===== src/rtl/fetch_queue.sv =====
// fetch_queue: instruction fetch buffer between the PC and the IF/ID decode stage.
//
// Takes the current PC, issues one instruction-memory request at a time, queues
// returned {pc, instr} pairs in a DEPTH-entry circular buffer and presents the head
// to decode under a valid/ready handshake. Drives the PC write enable so the PC only
// advances on an accepted fetch or loads a redirect target on flush.
//
// Optional feature macro: FETCHQ_BYPASS_EN
//   When defined, an accepted ack into an empty queue is forwarded to decode in the
//   same cycle; if decode takes it, the entry is never written.
//
// Ports:
//   clk_i          clock, rising edge
//   rst_i          asynchronous active-low reset
//   pc_i           current PC
//   pcwrite_o      PC write enable (combinational)
//   imem_req_o     instruction-memory request (registered)
//   imem_addr_o    request address (registered, held while imem_req_o=1)
//   imem_ack_i     one-cycle memory response strobe
//   imem_data_i    instruction word, valid with imem_ack_i
//   flush_i        redirect: discard queue and any in-flight fetch
//   instr_valid_o  head entry valid
//   instr_o        head instruction (0 when empty)
//   instr_pc_o     PC of head instruction (0 when empty)
//   id_ready_i     decode accepts head this cycle
module fetch_queue #(
  parameter int unsigned DEPTH = 4
) (
  input  logic        clk_i,
  input  logic        rst_i,
  input  logic [31:0] pc_i,
  output logic        pcwrite_o,
  output logic        imem_req_o,
  output logic [31:0] imem_addr_o,
  input  logic        imem_ack_i,
  input  logic [31:0] imem_data_i,
  input  logic        flush_i,
  output logic        instr_valid_o,
  output logic [31:0] instr_o,
  output logic [31:0] instr_pc_o,
  input  logic        id_ready_i
);

  localparam int unsigned PtrW = (DEPTH > 1) ? $clog2(DEPTH) : 1;
  localparam int unsigned CntW = PtrW + 1;
  localparam logic [CntW-1:0] DepthCnt = CntW'(DEPTH);

  typedef enum logic [1:0] {StIdle, StWait, StDrop} state_e;

  state_e          state_q, state_d;
  logic            req_q, req_d;
  logic [31:0]     addr_q, addr_d;
  logic [PtrW-1:0] rd_ptr_q, rd_ptr_d;
  logic [PtrW-1:0] wr_ptr_q, wr_ptr_d;
  logic [CntW-1:0] count_q, count_d;

  logic [31:0]     pc_mem_q    [DEPTH];
  logic [31:0]     instr_mem_q [DEPTH];

  logic            ack_ok;
  logic            not_empty;
  logic            push;
  logic            pop;

  assign not_empty = (count_q != '0);
  // Only a response to a live (non-dropped) request, not cancelled this cycle, counts.
  assign ack_ok    = (state_q == StWait) & imem_ack_i & ~flush_i;
  assign pop       = not_empty & id_ready_i & ~flush_i;
  assign pcwrite_o = ack_ok | flush_i;

  assign imem_req_o  = req_q;
  assign imem_addr_o = addr_q;

`ifdef FETCHQ_BYPASS_EN
  logic bypass;
  assign bypass = ack_ok & ~not_empty;
  // A bypassed word taken by decode in the ack cycle never enters the queue.
  assign push   = ack_ok & ~(bypass & id_ready_i);
`else
  assign push   = ack_ok;
`endif

  // Head presentation
  always_comb begin
    instr_valid_o = not_empty;
    instr_o       = '0;
    instr_pc_o    = '0;
    if (not_empty) begin
      instr_o    = instr_mem_q[rd_ptr_q];
      instr_pc_o = pc_mem_q[rd_ptr_q];
    end
`ifdef FETCHQ_BYPASS_EN
    else if (bypass) begin
      instr_valid_o = 1'b1;
      instr_o       = imem_data_i;
      instr_pc_o    = addr_q;
    end
`endif
  end

  // Queue pointers and occupancy
  always_comb begin
    rd_ptr_d = rd_ptr_q;
    wr_ptr_d = wr_ptr_q;
    count_d  = count_q;
    if (flush_i) begin
      rd_ptr_d = '0;
      wr_ptr_d = '0;
      count_d  = '0;
    end else begin
      if (push) begin
        wr_ptr_d = wr_ptr_q + PtrW'(1);
      end
      if (pop) begin
        rd_ptr_d = rd_ptr_q + PtrW'(1);
      end
      unique case ({push, pop})
        2'b10:   count_d = count_q + CntW'(1);
        2'b01:   count_d = count_q - CntW'(1);
        default: count_d = count_q;
      endcase
    end
  end

  // Fetch FSM. Issue only with free space: count cannot grow while a fetch is
  // outstanding, so the eventual push always has room.
  always_comb begin
    state_d = state_q;
    req_d   = req_q;
    addr_d  = addr_q;
    unique case (state_q)
      StIdle: begin
        if (!flush_i && (count_q < DepthCnt)) begin
          req_d   = 1'b1;
          addr_d  = pc_i;
          state_d = StWait;
        end
      end
      StWait: begin
        if (imem_ack_i) begin
          req_d   = 1'b0;
          state_d = StIdle;
        end else if (flush_i) begin
          // Request stays up: the memory handshake must complete before reissue.
          state_d = StDrop;
        end
      end
      StDrop: begin
        if (imem_ack_i) begin
          req_d   = 1'b0;
          state_d = StIdle;
        end
      end
      default: begin
        req_d   = 1'b0;
        state_d = StIdle;
      end
    endcase
  end

  always_ff @(posedge clk_i or negedge rst_i) begin
    if (!rst_i) begin
      state_q  <= StIdle;
      req_q    <= 1'b0;
      addr_q   <= '0;
      rd_ptr_q <= '0;
      wr_ptr_q <= '0;
      count_q  <= '0;
    end else begin
      state_q  <= state_d;
      req_q    <= req_d;
      addr_q   <= addr_d;
      rd_ptr_q <= rd_ptr_d;
      wr_ptr_q <= wr_ptr_d;
      count_q  <= count_d;
    end
  end

  // Storage needs no reset: outputs are gated by the occupancy count.
  always_ff @(posedge clk_i) begin
    if (push) begin
      pc_mem_q[wr_ptr_q]    <= addr_q;
      instr_mem_q[wr_ptr_q] <= imem_data_i;
    end
  end

endmodule


===== config.mk =====
export PLATFORM = sky130hd
export DESIGN_NAME = fetch_queue
export DESIGN_NICKNAME = d
export VERILOG_FILES = /design/src/rtl/fetch_queue.sv
export SDC_FILE = /design/constraint.sdc
export NUM_CORES = 1
export LEC_CHECK = 0
export BUFFER_PORTS_ARGS = -buffer_cell sky130_fd_sc_hd__buf_2
export CORE_MARGIN = 2
export CORE_UTILIZATION = 28
export CTS_BUF_LIST = sky130_fd_sc_hd__clkbuf_16
export DETAILED_ROUTE_END_ITERATION = 8
export GPL_TIMING_DRIVEN = 0
export PLACE_DENSITY_LB_ADDON = 0.2
export SYNTH_ARGS = -nofsm -noshare
export SYNTH_HDL_FRONTEND = slang
export SYNTH_SLANG_ARGS = --single-unit

===== constraint.sdc =====
create_clock -name clk_i -period 6.81 [get_ports clk_i]
set_input_delay 0.681 -clock clk_i [delete_from_list [all_inputs] [get_ports clk_i]]
set_output_delay 0.681 -clock clk_i [all_outputs]
set_load 0.02 [all_outputs]

# Word-level counts from Yosys, hierarchy flattened
# Memories as Yosys holds them, arrays and structs flattened.
# Index checks and enable logic that the tools add are counted.
[totals]
register_bits = 42
latchBits = 0
ram_bits = 256
romBits = 0
inputBits = 69
out_inout_bits = 99
wordCells = 56
mem_count = 2
[op_classes]
add_sub_neg = 4
mul = 0
div_mod_pow = 0
magnitude_cmp = 1
n_eq_ne = 8
n_shift = 0
muxes = 18
n_bitwise = 6
reduce_logical = 11
[mem_list]
columns = ["memory", "words", "word_bits", "read_ports", "rd_ports_with_merged_regs", "wr", "line_no", "text"]
rows = [
  ["instr_mem_q", 4, 32, 1, 0, 1, "58", "logic [31:0] instr_mem_q [DEPTH];"],
  ["pc_mem_q", 4, 32, 1, 0, 1, "57", "logic [31:0] pc_mem_q [DEPTH];"],
]
[op_table]
columns = ["op", "count"]
rows = [
  ["$mux W32", 2],
  ["$mux W2", 8],
  ["$pmux W2 S3", 1],
  ["$pmux W3 S2", 1],
  ["$reduce_bool A3 Y1", 2],
  ["$add A2 B1 Y2 const B", 2],
  ["$and A1 B1 Y1", 4],
  ["$eq A2 B1 Y1 const B", 2],
  ["$eq A2 B2 Y1 const B", 2],
  ["$mux W1", 4],
  ["$ne A2 B2 Y1 const B", 2],
  ["$reduce_and A2 Y1", 2],
  ["$reduce_bool A2 Y1", 2],
  ["$add A3 B1 Y3 const B", 1],
  ["$lt A3 B3 Y1 const B", 1],
  ["$mux W3", 1],
  ["$ne A3 B3 Y1 const B", 1],
  ["$reduce_and A3 Y1", 1],
  ["$sub A3 B1 Y3 const B", 1],
  ["$logic_not A2 Y1", 1],
  ["$ne A2 B1 Y1 const B", 1],
  ["$pmux W1 S2", 1],
  ["$reduce_or A2 Y1", 1],
  ["$logic_and A1 B1 Y1", 1],
  ["other kinds (3)", 3],
]

# Logic depth before layout (Yosys ltp)
# Gate-level depths: netlist (run 1).
[logic_depth]
word_depth = 6
mapped_depth = 9
mapped_depth_nobuf = 9

# Least setup slack after synthesis (run 1)
# No wires, ideal clock.
[synth_timing]
kind = "input to register"
startpoint = "in flush_i"
endpoint = "mem instr_mem_q[0][0] (enable)"
setup_time_ns = 0.429
t_arrival_ns = 2.622
required_ns = 6.381
slack_ns = 3.759
path_stages = 4
path_buffers = 1
path_cell_list = "buf_2 -> inv_1 -> and3_1 -> and2_1"
[synth_via]
elab_chain_len = 4
[synth_lines]
columns = ["item", "line_no", "text"]
rows = [
  ["from (decl)", "37", "input logic flush_i,"],
  ["$not A1 Y1", "67", "assign ack_ok = (state_q == StWait) & imem_ack_i & ~flush_i;"],
  ["$and A1 B1 Y1", "67", ""],
  ["$mux W1", "181", "if (push) begin"],
  ["$mux W1 (not written as such)", "183", "instr_mem_q[wr_ptr_q] <= imem_data_i;"],
  ["to (decl)", "58", ""],
]
# No other way between the ends.

# Worst setup path after layout (run 1)
[layout_timing]
startpoint = "reg count_q[2]"
endpoint = "out instr_pc_o[25]"
[layout_via]
elab_chain_len = 2
[layout_lines]
columns = ["item", "line_no", "text"]
rows = [
  ["from (decl)", "55", "logic [CntW-1:0] count_q, count_d;"],
  ["from (signal assigned)", "175", "count_q <= count_d;"],
  ["$reduce_bool A3 Y1", "65", "assign not_empty = (count_q != '0);"],
  ["$mux W32", "88", "if (not_empty) begin"],
  ["to (decl)", "40", "output logic [31:0] instr_pc_o,"],
]
# No other way between the ends.

==> reports/qor.yml, run 1 <==
timing.hold.worst.class: "in -> reg"
detailroute.via_count: 5809
routed_via_density: 4.40
final_layout_fill_cell_count: 3929
drt_first_pass_iters: 4
drive_above_1_share: 0.435
post_synthesis_async_set_or_reset_flop_share: 0.141
layout_commonest_cell: "sky130_fd_sc_hd__edfxtp_1"
totalPowerFinal_uw: 6030
gpl.final_weighted_congestion: 0.700
ant_nets: 0
totalNegativeSetupSlack_ns: 0
vdd.ir_drop.worst_mv: 0.244
multi_input_gate_area_sq_um: 2700
grt.overflow.total: 0
cp-end-kind: "output pin"
postCtsResizedCells: 0
clkSlewWorstSetupHoldPaths_ns: 0.06
synth_fp_nets: 631
cts-htree-levels: 2
cts-root-buf: "sky130_fd_sc_hd__clkbuf_16"
area_growth_syn_to_layout_pct: 23.3
global_route.usage.total: 0.119
synthCells: 554
synthFlopType: "sky130_fd_sc_hd__edfxtp_1"
clock_skew_ns: 0.0141
postCtsSetupRepairBufs: 0
synth_edf_count: 256
tritoncts: "done"
cts.sinks: 298
cp.required_ns: 6.13
kind_of_critical_path: "reg -> out"
finalSetupViolCount: 0
die_y_um: 208
cts_made_buffers: 35
die_area_sq_um: 43300
critical_path_peak_fanout: 10
seq_area_sq_um: 8740
synth_warnings: 0
syn-mean-instance-area_sq_um: 21.0
synth_top_area_cell: "sky130_fd_sc_hd__edfxtp_1"
synth.ff_latch_count: 298
data_arrival_time_of_the_worst_path_ns: 2.46
timing.critical_path.from_type: "register"
wl_um: 25600
grt_start_max_net_pins: 43
num_rows: 74
layout.cells.most_common_list: "sky130_fd_sc_hd__edfxtp_1, sky130_fd_sc_hd__buf_2, sky130_fd_sc_hd__and2_1"
post-dp-hpwl_um: 15800
fmaxAchievable_ghz: 0.318
period_utilization: 0.461
num_antenna_cells: 0
leakage_uw: 0.00518
maxSlewViolCount: 0
portBuffers: 165
global_route_wire_length_before_repair_um: 38500
rsz0062_at_grt: "false"
antenna_found_initial: 0
synth_top_cell_area_share: 0.660
finalCriticalPeriod_ns: 3.14
cts_max_path_buffers: 3
design.portCount: 168
synth.yosys.seq_area_share: 0.750
maxCapViolCount: 0
status: "finished, final reports clean"
nets: 837
pwr_density_cell_nw_per_um2: 420
final_hold_viol_count: 0
die_width_um: 208
number_of_global_route_vias_before_repair: 6151
floorplan.initialDensity: 0.285
synth.area.top_cells: "sky130_fd_sc_hd__edfxtp_1, sky130_fd_sc_hd__mux4_2, sky130_fd_sc_hd__dfrtp_1, sky130_fd_sc_hd__and2_1, sky130_fd_sc_hd__mux2_4"
post_cts_hold_buffer_count: 0
synthesis.area_sq_um: 11600
core_region_area_sq_um: 40900
detail_route.drc_violations: 0
drt-initial-drc-count: 362
cell_variety_after_synth: 31
route.detailed.wl_per_inst_um: 19.4
clk_latency_ns: 0.54
worst-slew-pin-transition_ns: 1.20
slew-limit-headroom: 0.201
==> where the power goes <==
part,switching (uW),leakage (uW),internal [uW]
Clock,742,0.000558,1040
Sequential,189,0.00282,2300
Combinational,999,0.00180,756
==> sequential cells by signal (all words and copies together), names as in the netlist <==
signal and cells:
rd_ptr_q 2, state_q 2, wr_ptr_q 2, instr_mem_q 128, count_q 3, imem_req_o 1
imem_addr_o 32, pc_mem_q 128
==> logic make-up after synthesis <==
| kind of cell | synth area share |
|---|---|
| flip-flops | 0.750 |
| multiplexers | 0.163 |
| AND/OR/NAND/NOR | 0.0490 |
| buffers and inverters | 0.0187 |
| AO/OA/AOI/OAI | 0.00709 |
| adder cells (fa/ha/maj) | 0.00924 |
| XOR/XNOR | 0.00301 |
==> synthesized netlist by cell type, types with 2 or more instances <==
cell type and count:
sky130_fd_sc_hd__buf_2 9, sky130_fd_sc_hd__and2_1 70, sky130_fd_sc_hd__or3_1 2, sky130_fd_sc_hd__mux2_4 20, sky130_fd_sc_hd__ha_1 7, sky130_fd_sc_hd__o21ai_0 5
sky130_fd_sc_hd__buf_6 9, sky130_fd_sc_hd__clkbuf_1 8, sky130_fd_sc_hd__and3_1 2, sky130_fd_sc_hd__dfrtp_1 42, sky130_fd_sc_hd__mux4_2 64, sky130_fd_sc_hd__edfxtp_1 256
sky130_fd_sc_hd__nand2b_1 3, sky130_fd_sc_hd__xor2_1 2, sky130_fd_sc_hd__nor3_1 3, sky130_fd_sc_hd__buf_4 2, sky130_fd_sc_hd__nand2_1 5, sky130_fd_sc_hd__a31oi_1 2
sky130_fd_sc_hd__nand3_1 2, sky130_fd_sc_hd__inv_1 7, sky130_fd_sc_hd__mux2_2 13, sky130_fd_sc_hd__xnor2_1 2, sky130_fd_sc_hd__nor2_1 8, sky130_fd_sc_hd__a21oi_1 4
==> layout make-up <==
| class | instances | area share |
|---|---|---|
| buffer | 28 | 0.0133 |
| clock buffer | 36 | 0.0627 |
| clock inverter | 28 | 0.0147 |
| inverter | 7 | 0.00183 |
| multi-input combinational | 221 | 0.188 |
| sequential | 298 | 0.608 |
| tap | 532 | 0.0463 |
| timing repair buffer | 169 | 0.0646 |
==> metal layers <==
metal / vias up / track usage / routed length, um
met4: 0 / 0.0479 / 647
met5: - / 0 / 0
li1: 2609 / - / -
met2: 157 / 0.184 / 11900
met3: 37 / 0.0279 / 1190
met1: 3006 / 0.161 / 11800
==> metrics by stage <==
stage	setup slack, ns	cells	util	cell area (sq um)	hold WS (ns)
2_1_floorplan	3.76	554	-	11600	0.385
3_3_place_gp	2.05	1251	0.321	13100	0.481
3_5_place_dp	4.09	1255	0.324	13300	0.486
4_1_cts	3.50	1319	0.351	14400	0.318
5_1_grt	3.44	1319	0.351	14400	0.333
6_report	3.67	1319	0.351	14400	0.362
==> worst paths after layout <==
check	end	depth (start not counted)	start	slack (ns)
max in group asynchronous	imem_req_o	1	rst_i	5.67
hold / removal	instr_mem_q[2][22]	1	imem_data_i[22]	0.36
setup / recovery	instr_pc_o[25]	5	count_q[2]	3.67
hold reg to reg	imem_req_o	1	imem_req_o	0.50
setup reg to reg	count_q[1]	8	count_q[1]	4.29
min in group asynchronous	imem_addr_o[15]	1	rst_i	0.40
==> critical path: stages (launching register included) <==
cell and delay (ns):
sky130_fd_sc_hd__dfrtp_1 0.48, sky130_fd_sc_hd__or3_1 0.26, sky130_fd_sc_hd__buf_2 0.35, sky130_fd_sc_hd__clkbuf_1 0.44, sky130_fd_sc_hd__and2_1 0.23, sky130_fd_sc_hd__buf_2 0.17
Power figures use the tool's default switching activity.
==> run 2: changes to the inputs <==
--- a/config.mk
+++ b/config.mk
@@ -5,6 +5,7 @@
 export SDC_FILE = /design/constraint.sdc
 export NUM_CORES = 1
 export LEC_CHECK = 0
+export ABC_AREA = 1
 export BUFFER_PORTS_ARGS = -buffer_cell sky130_fd_sc_hd__buf_2
 export CORE_MARGIN = 2
 export CORE_UTILIZATION = 28
==> constraint.sdc (replaced) <==
create_clock -name clk_i -period 2.7 [get_ports clk_i]
set_input_delay 0.27 -clock clk_i [delete_from_list [all_inputs] [get_ports clk_i]]
set_output_delay 0.27 -clock clk_i [all_outputs]
set_load 0.02 [all_outputs]
==> run 2 against run 1 <==
  * Worst setup slack got worse by 3.5 ns
  * Cell count rose by 32%
  * Synthesized cell count rose by 63%
  * Register-to-register slack got worse by 4.0 ns
  * Cell area rose by 5.6%
  * Clock skew rose by 0.00073 ns
  * Clock power rose to 2.5 times the previous value
  * Critical path depth rose by 2
  * Critical path type unchanged
  * Largest cell class unchanged
==> reports/qor.yml, run 2 <==
core_region_area_sq_um: 41000  # +0.23%
timing.critical_path.from_type: "register"
pwr-share-comb: 0.322  # +0.031
crit_chain: "buf_4 -> buf_4 -> nor2_1 -> nor2_1 -> o21ai_0 -> a21oi_1 -> buf_2"
route.detailed.wl_per_inst_um: 18.4  # -5.1%
kind_of_critical_path: "reg -> out"
ys_top_cells_by_count: "sky130_fd_sc_hd__nor2_1, sky130_fd_sc_hd__edfxtp_1, sky130_fd_sc_hd__o21ai_0"
cell_variety_after_synth: 24  # -23%
leakage_uw: 0.00575  # +11%
synth.yosys.seq_area_share: 0.747  # -0.00353
synthFlopType: "sky130_fd_sc_hd__edfxtp_1"
layout.cells.most_common_list: "sky130_fd_sc_hd__nor2_1, sky130_fd_sc_hd__edfxtp_1, sky130_fd_sc_hd__buf_2"
floorplan.initialDensity: 0.285  # +0.000700
antenna_found_initial: 0  # unchanged
number_of_global_route_vias_before_repair: 7952  # +29%
critical_path.reg2reg.startpoint: "state_q[1]"
seq_area_sq_um: 8740  # unchanged
pwr-share-clk: 0.282  # -0.014
finalCriticalPeriod_ns: 2.56
period_utilization: 0.947
data_arrival_time_of_the_worst_path_ns: 2.29  # -0.17 ns
gr-usage-met2: 0.247  # +0.0632
post_synthesis_async_set_or_reset_flop_share: 0.141  # unchanged
cts-htree-levels: 2  # unchanged
vdd.ir_drop.worst_mv: 0.545  # +120%
worst-slew-pin-transition_ns: 1.16  # -0.0410 ns
clock_skew_ns: 0.0148  # +0.000734 ns
die_area_sq_um: 43500  # +0.47%
timing.hold.worst.class: "in -> reg"
die_y_um: 208  # +0.23%
smallest_setup_slack_after_layout_ns: 0.142  # -3.53 ns
fmaxAchievable_ghz: 0.391
num_rows: 74  # unchanged
design.portCount: 168  # unchanged
synth.ff_latch_count: 298  # unchanged
status: "finished, final reports clean"
drt_first_pass_iters: 5  # +1
drt-initial-drc-count: 450  # +24%
detailroute.via_count: 7782  # +34%
portBuffers: 167  # +1.2%
detail_route.drc_violations: 0  # unchanged
r2r_end: "instr_mem_q[3][4]"
global_route_wire_length_before_repair_um: 48600  # +26%
cts_max_path_buffers: 3  # unchanged
gpl.final_weighted_congestion: 0.708  # +1.1%
worst_path_max_delay_cell: "sky130_fd_sc_hd__dfrtp_1"
num_antenna_cells: 0  # unchanged
final_layout_fill_cell_count: 4042  # +2.9%
hold-path-endpoint: "count_q[1]"
worst_stage_delay_on_the_critical_path_ns: 0.47  # about the same
wl_um: 32000  # +25%
p_sw_uw: 5820  # +200%
cts_made_buffers: 36  # +2.9%
global_route.usage.total: 0.149  # +0.0304
synth.area.top_cells: "sky130_fd_sc_hd__edfxtp_1, sky130_fd_sc_hd__dfrtp_1, sky130_fd_sc_hd__nor2_1, sky130_fd_sc_hd__o21ai_0, sky130_fd_sc_hd__a21oi_1"
busiest_layer: "met2"
critical_path_peak_fanout: 10  # unchanged
routed_via_density: 4.47  # +1.4%
synth_most_common_cell: "sky130_fd_sc_hd__nor2_1"
ant_nets: 0  # unchanged
grt.overflow.total: 0  # unchanged
rsz0062_at_grt: "false"
maxSlewViolCount: 0  # unchanged
syn-mean-instance-area_sq_um: 12.9  # -38%
slew-limit-headroom: 0.229  # +0.0273
tritoncts: "done"
critPathTopFamily: "buffers and inverters"
grt.met3_usage: 0.0287  # +0.000755
timing.reg2reg.worst_path_depth: 5  # -3
layout_commonest_cell: "sky130_fd_sc_hd__nor2_1"
synthCells: 905  # +63%
cts-root-buf: "sky130_fd_sc_hd__clkbuf_16"
synth_fp_nets: 982  # +56%
multi_input_gate_area_sq_um: 2650  # -2.1%
post-dp-hpwl_um: 20300  # +28%
power_switching_share: 0.364  # +0.0443
synth_warnings: 0  # unchanged
grt_start_max_net_pins: 43  # unchanged
drive_above_1_share: 0.247  # -0.187
clk_latency_ns: 0.54  # about the same
sequentialPowerShare: 0.396  # -0.017
synthesis.area_sq_um: 11700  # +0.47%
critPathBufInv: 3  # unchanged
synth_top_cell_area_share: 0.657  # -0.00310
synth_top_area_cell: "sky130_fd_sc_hd__edfxtp_1"
pwr_density_cell_nw_per_um2: 1050  # +150%
cts.sinks: 298  # unchanged
die_width_um: 208  # +0.23%
final_hold_viol_count: 0  # unchanged
hold-path-cell-count: 4  # +3
synth_edf_count: 256  # unchanged
hold_path_startpoint: "flush_i"
dpl_worst_slack_ns: 0.0821  # -4.00 ns
reg2reg_setup_slack_ns: 0.25  # -4.04 ns
clkSlewWorstSetupHoldPaths_ns: 0.05  # about the same
fraction_of_the_core_area_covered_by_cells_at_the_end_of_the_flow: 0.370  # +0.0189
cp.required_ns: 2.43  # -3.70 ns
nets: 1261  # +51%
cp-end-kind: "output pin"
finalSetupViolCount: 0  # unchanged
maxCapViolCount: 0  # unchanged
internal_power_uw: 10200  # +150%
globalRouteMet1Util: 0.197  # +0.0360
area_growth_syn_to_layout_pct: 29.6
run 2: repair_timing:
| action | CTS | global route |
|---|---|---|
| setup buffers | 0 | 1 |
| setup endpoints to repair | 63 | 45 |
| hold buffers | 65 | 0 |
| resized for setup | 17 | 4 |
| pin swaps | 0 | 1 |
| endpoints found under the hold margin | 163 | 0 |
run 2: how the worst max path moves through the flow:
stage                     depth (start not counted)           endpoint         from
final                                             7      instr_pc_o[4]  rd_ptr_q[0]
after global routing                              6      instr_pc_o[8]  rd_ptr_q[0]
after CTS                                         6         instr_o[6]  rd_ptr_q[0]
after detailed placement                          6  instr_mem_q[1][9]   state_q[1]
after global placement                            4  instr_mem_q[3][3]   state_q[1]
after floorplan                                   4  instr_mem_q[0][0]   state_q[1]
run 2: logic make-up after synthesis:
logic type / share of synthesized area
buffers and inverters: 0.0298
and+or+nand+nor: 0.0949
adders and majority gates: 0.00919
AOI/OAI and AO/OA: 0.0880
xor gates and xnor gates: 0.000748
muxes: 0.0308
DFF: 0.747
run 2: layer usage:
metal / wire length (um) / part of all wire
met5: 0 / 0
met4: 590 / 0.018
met3: 1510 / 0.047
met2: 15400 / 0.48
met1: 14500 / 0.45
run 2: cell type report:
type                       count  share of cell area
buffer                        51              0.0202
clock buffer                  37              0.0610
clock inverter                27              0.0110
inverter                      18             0.00445
multi-input combinational    538               0.174
sequential                   298               0.576
tap                          532              0.0439
timing repair buffer         241               0.109
run 2: power by group through the flow:
stage / Sequential, uW / Combinational (uW) / Clock (uW)
after floorplan: 6570 / 2810 / 0
after global placement: 6430 / 5100 / 0
after detailed placement: 6440 / 5160 / 0
after CTS: 6350 / 5280 / 4620
after global routing: 6430 / 5660 / 4820
final: 6330 / 5150 / 4500
run 2: tightest hold or removal path, delay by kind of cell:
| family | cells | cell delay [ns] |
|---|---|---|
| compound gates | 1 | 0.06 |
| buf+inv | 1 | 0.12 |
| simple gates | 2 | 0.09 |
run 2: metrics by stage:
stage	instance area [sq um]	setup TNS (ns)	hold WS (ns)	instances	total power [uW]
finish	15200	0	0.0525	1742	16000
CTS	15200	0	0.0250	1741	16300
global placement	13200	-479.74	0.480	1604	11500
floorplan	11700	-68.05	-0.0256	905	9380
global route	15200	0	0.0566	1742	16900
detailed placement	13400	0	0.486	1612	11600
==> run 3: changes to the inputs <==
--- a/config.mk
+++ b/config.mk
@@ -10,9 +10,11 @@
 export CORE_MARGIN = 2
 export CORE_UTILIZATION = 28
 export CTS_BUF_LIST = sky130_fd_sc_hd__clkbuf_16
+export CTS_CLUSTER_DIAMETER = 200
 export DETAILED_ROUTE_END_ITERATION = 8
 export GPL_TIMING_DRIVEN = 0
 export PLACE_DENSITY_LB_ADDON = 0.2
+export RECOVER_POWER = 50
 export SYNTH_ARGS = -nofsm -noshare
 export SYNTH_HDL_FRONTEND = slang
 export SYNTH_SLANG_ARGS = --single-unit
==> run 3 against run 2 <==
  * First-iteration DRC count decreased by 7.6%
  * Non-clock buffer count unchanged
  * Combinational power decreased by 2%
  * Die area unchanged
  * Cell area decreased by 0.67%
  * Sequential power about the same
  * Wire length decreased by 0.32%
  * Via count decreased by 0.17%
  * Global-route usage unchanged
  * Count of clock-buffer cells in the layout unchanged
  * Critical path depth decreased by 1
  * Critical path type unchanged
==> reports/qor.yml, run 3 (synthesized netlist as in run 2, its figures left out) <==
status: "finished, final reports clean"
wl_um: 31900  # -0.32%
layout.cells.most_common_list: "sky130_fd_sc_hd__nor2_1, sky130_fd_sc_hd__edfxtp_1, sky130_fd_sc_hd__o21ai_0"
route.met3.wl_um: 1550  # +2.4%
grt.overflow.total: 0  # unchanged
timing.reg2reg.worst_path_depth: 5  # unchanged
vdd.ir_drop.worst_mv: 0.534  # -2.0%
tritoncts: "done"
rsz0062_at_grt: "false"
route.detailed.wl_per_inst_um: 18.3  # -0.32%
maxSlewViolCount: 0  # unchanged
die_y_um: 208  # unchanged
critical_path_peak_fanout: 10  # unchanged
met1Wirelength_um: 14400  # -0.71%
internal_power_uw: 10100  # -0.93%
global_route_wire_length_before_repair_um: 48600  # unchanged
num_rows: 74  # unchanged
gpl.final_weighted_congestion: 0.708  # unchanged
nets: 1261  # unchanged
core_region_area_sq_um: 41000  # unchanged
worst-slew-pin-transition_ns: 1.29  # +0.130 ns
cts_max_path_buffers: 3  # unchanged
number_of_global_route_vias_before_repair: 7952  # unchanged
timing.hold.worst.class: "in -> reg"
maxCapViolCount: 0  # unchanged
area_growth_syn_to_layout_pct: 28.8
critical_path.reg2reg.startpoint: "state_q[1]"
leakage_uw: 0.00556  # -3.3%
die_area_sq_um: 43500  # unchanged
clock_skew_ns: 0.0147  # -0.000150 ns
pwr-share-comb: 0.318  # -0.004
cts-htree-levels: 2  # unchanged
portBuffers: 167  # unchanged
detail_route.drc_violations: 0  # unchanged
period_utilization: 0.937  # -0.0103
timing.critical_path.from_type: "register"
cts.sinks: 298  # unchanged
antenna_found_initial: 0  # unchanged
grt_start_max_net_pins: 43  # unchanged
pwr_density_cell_nw_per_um2: 1050  # about the same
detailroute.via_count: 7769  # -0.17%
kind_of_critical_path: "reg -> out"
cp.required_ns: 2.43  # about the same
slew-limit-headroom: 0.142  # -0.0867
hold-path-endpoint: "count_q[1]"
cts-root-buf: "sky130_fd_sc_hd__clkbuf_16"
floorplan.initialDensity: 0.285  # unchanged
layout_commonest_cell: "sky130_fd_sc_hd__nor2_1"
totalNegativeSetupSlack_ns: 0  # unchanged
pwr-share-clk: 0.283  # about the same
sequentialPowerShare: 0.399  # +0.003
drive_above_1_share: 0.191  # -0.0562
finalCriticalPeriod_ns: 2.53  # -0.0277 ns
cp-end-kind: "output pin"
cts_made_buffers: 36  # unchanged
clkSlewWorstSetupHoldPaths_ns: 0.05  # about the same
fmaxAchievable_ghz: 0.395  # +1.1%
whs_ns: 0.0531  # +0.000572 ns
clk_latency_ns: 0.54  # about the same
drt-initial-drc-count: 416  # -7.6%
num_antenna_cells: 0  # unchanged
global_route.usage.total: 0.149  # unchanged
post-dp-hpwl_um: 20300  # unchanged
ant_nets: 0  # unchanged
power_switching_share: 0.366  # +0.00207
reg2reg_setup_slack_ns: 0.24  # about the same
routed_via_density: 4.46  # -0.17%
p_sw_uw: 5820  # about the same
design.portCount: 168  # unchanged
finalSetupViolCount: 0  # unchanged
r2r_end: "instr_mem_q[3][4]"
hold-path-cell-count: 4  # unchanged
die_width_um: 208  # unchanged
routed.top_layer: "met4"
hold_path_startpoint: "flush_i"
met2_wire_length_um: 15400  # -0.23%
final_hold_viol_count: 0  # unchanged
drt_first_pass_iters: 5  # unchanged
data_arrival_time_of_the_worst_path_ns: 2.26  # -0.03 ns
run 3: layout make-up:
| type | count | area (sq um) |
|---|---|---|
| Buffer | 51 | 292 |
| Clock buffer | 37 | 926 |
| Clock inverter | 27 | 168 |
| Fill cell | 4083 | 25900 |
| Inverter | 18 | 67.6 |
| Multi-Input combinational cell | 538 | 2640 |
| Sequential cell | 298 | 8740 |
| Tap cell | 532 | 666 |
| Timing Repair Buffer | 241 | 1570 |
run 3: worst max path at each step:
stage	cells past startpoint	startpoint	to
after global placement	4	state_q[1]	instr_mem_q[3][3]
after CTS	6	rd_ptr_q[0]	instr_o[6]
final	6	rd_ptr_q[0]	instr_pc_o[4]
after global routing	6	rd_ptr_q[0]	instr_pc_o[8]
after floorplan	4	state_q[1]	instr_mem_q[0][0]
after detailed placement	6	state_q[1]	instr_mem_q[1][9]
run 3: metrics by stage:
stage	setup WS [ns]	std cells	util	area [sq um]	power, uW
floorplan	-0.266	905	-	11700	9380
global placement	-1.96	1604	0.322	13200	11500
detailed placement	0.0821	1612	0.327	13400	11600
CTS	0.00325	1741	0.370	15200	16300
global route	0.0214	1742	0.367	15100	16800
finish	0.170	1742	0.367	15100	15900
run 3: metal layers:
layer  global-route usage  vias to the layer above
met3               0.0287                       40
met4               0.0471                        0
met2                0.247                      183
li1                     -                     3769
met5                    0                        -
met1                0.197                     3777
run 3: repair_timing:
action	CTS	global route
setup buffers	0	1
gates resized for setup	17	4
hold buffers	65	0
pin swaps	0	1
endpoints found under the setup margin	63	45
hold endpoints to repair	163	0
run 3: power groups by stage:
stage               logic (uW)  registers, uW  clock network, uW
global route              5560           6440               4820
global placement          5100           6430                  0
finish                    5050           6340               4490
detailed placement        5160           6440                  0
floorplan                 2810           6570                  0
CTS                       5280           6350               4620
run 3: critical path: stages (launching register included):
cell and delay, ns:
sky130_fd_sc_hd__dfrtp_1 0.46, sky130_fd_sc_hd__inv_2 0.10, sky130_fd_sc_hd__buf_4 0.24, sky130_fd_sc_hd__clkbuf_2 0.29, sky130_fd_sc_hd__o21ai_0 0.13, sky130_fd_sc_hd__a21oi_1 0.29, sky130_fd_sc_hd__buf_2 0.23
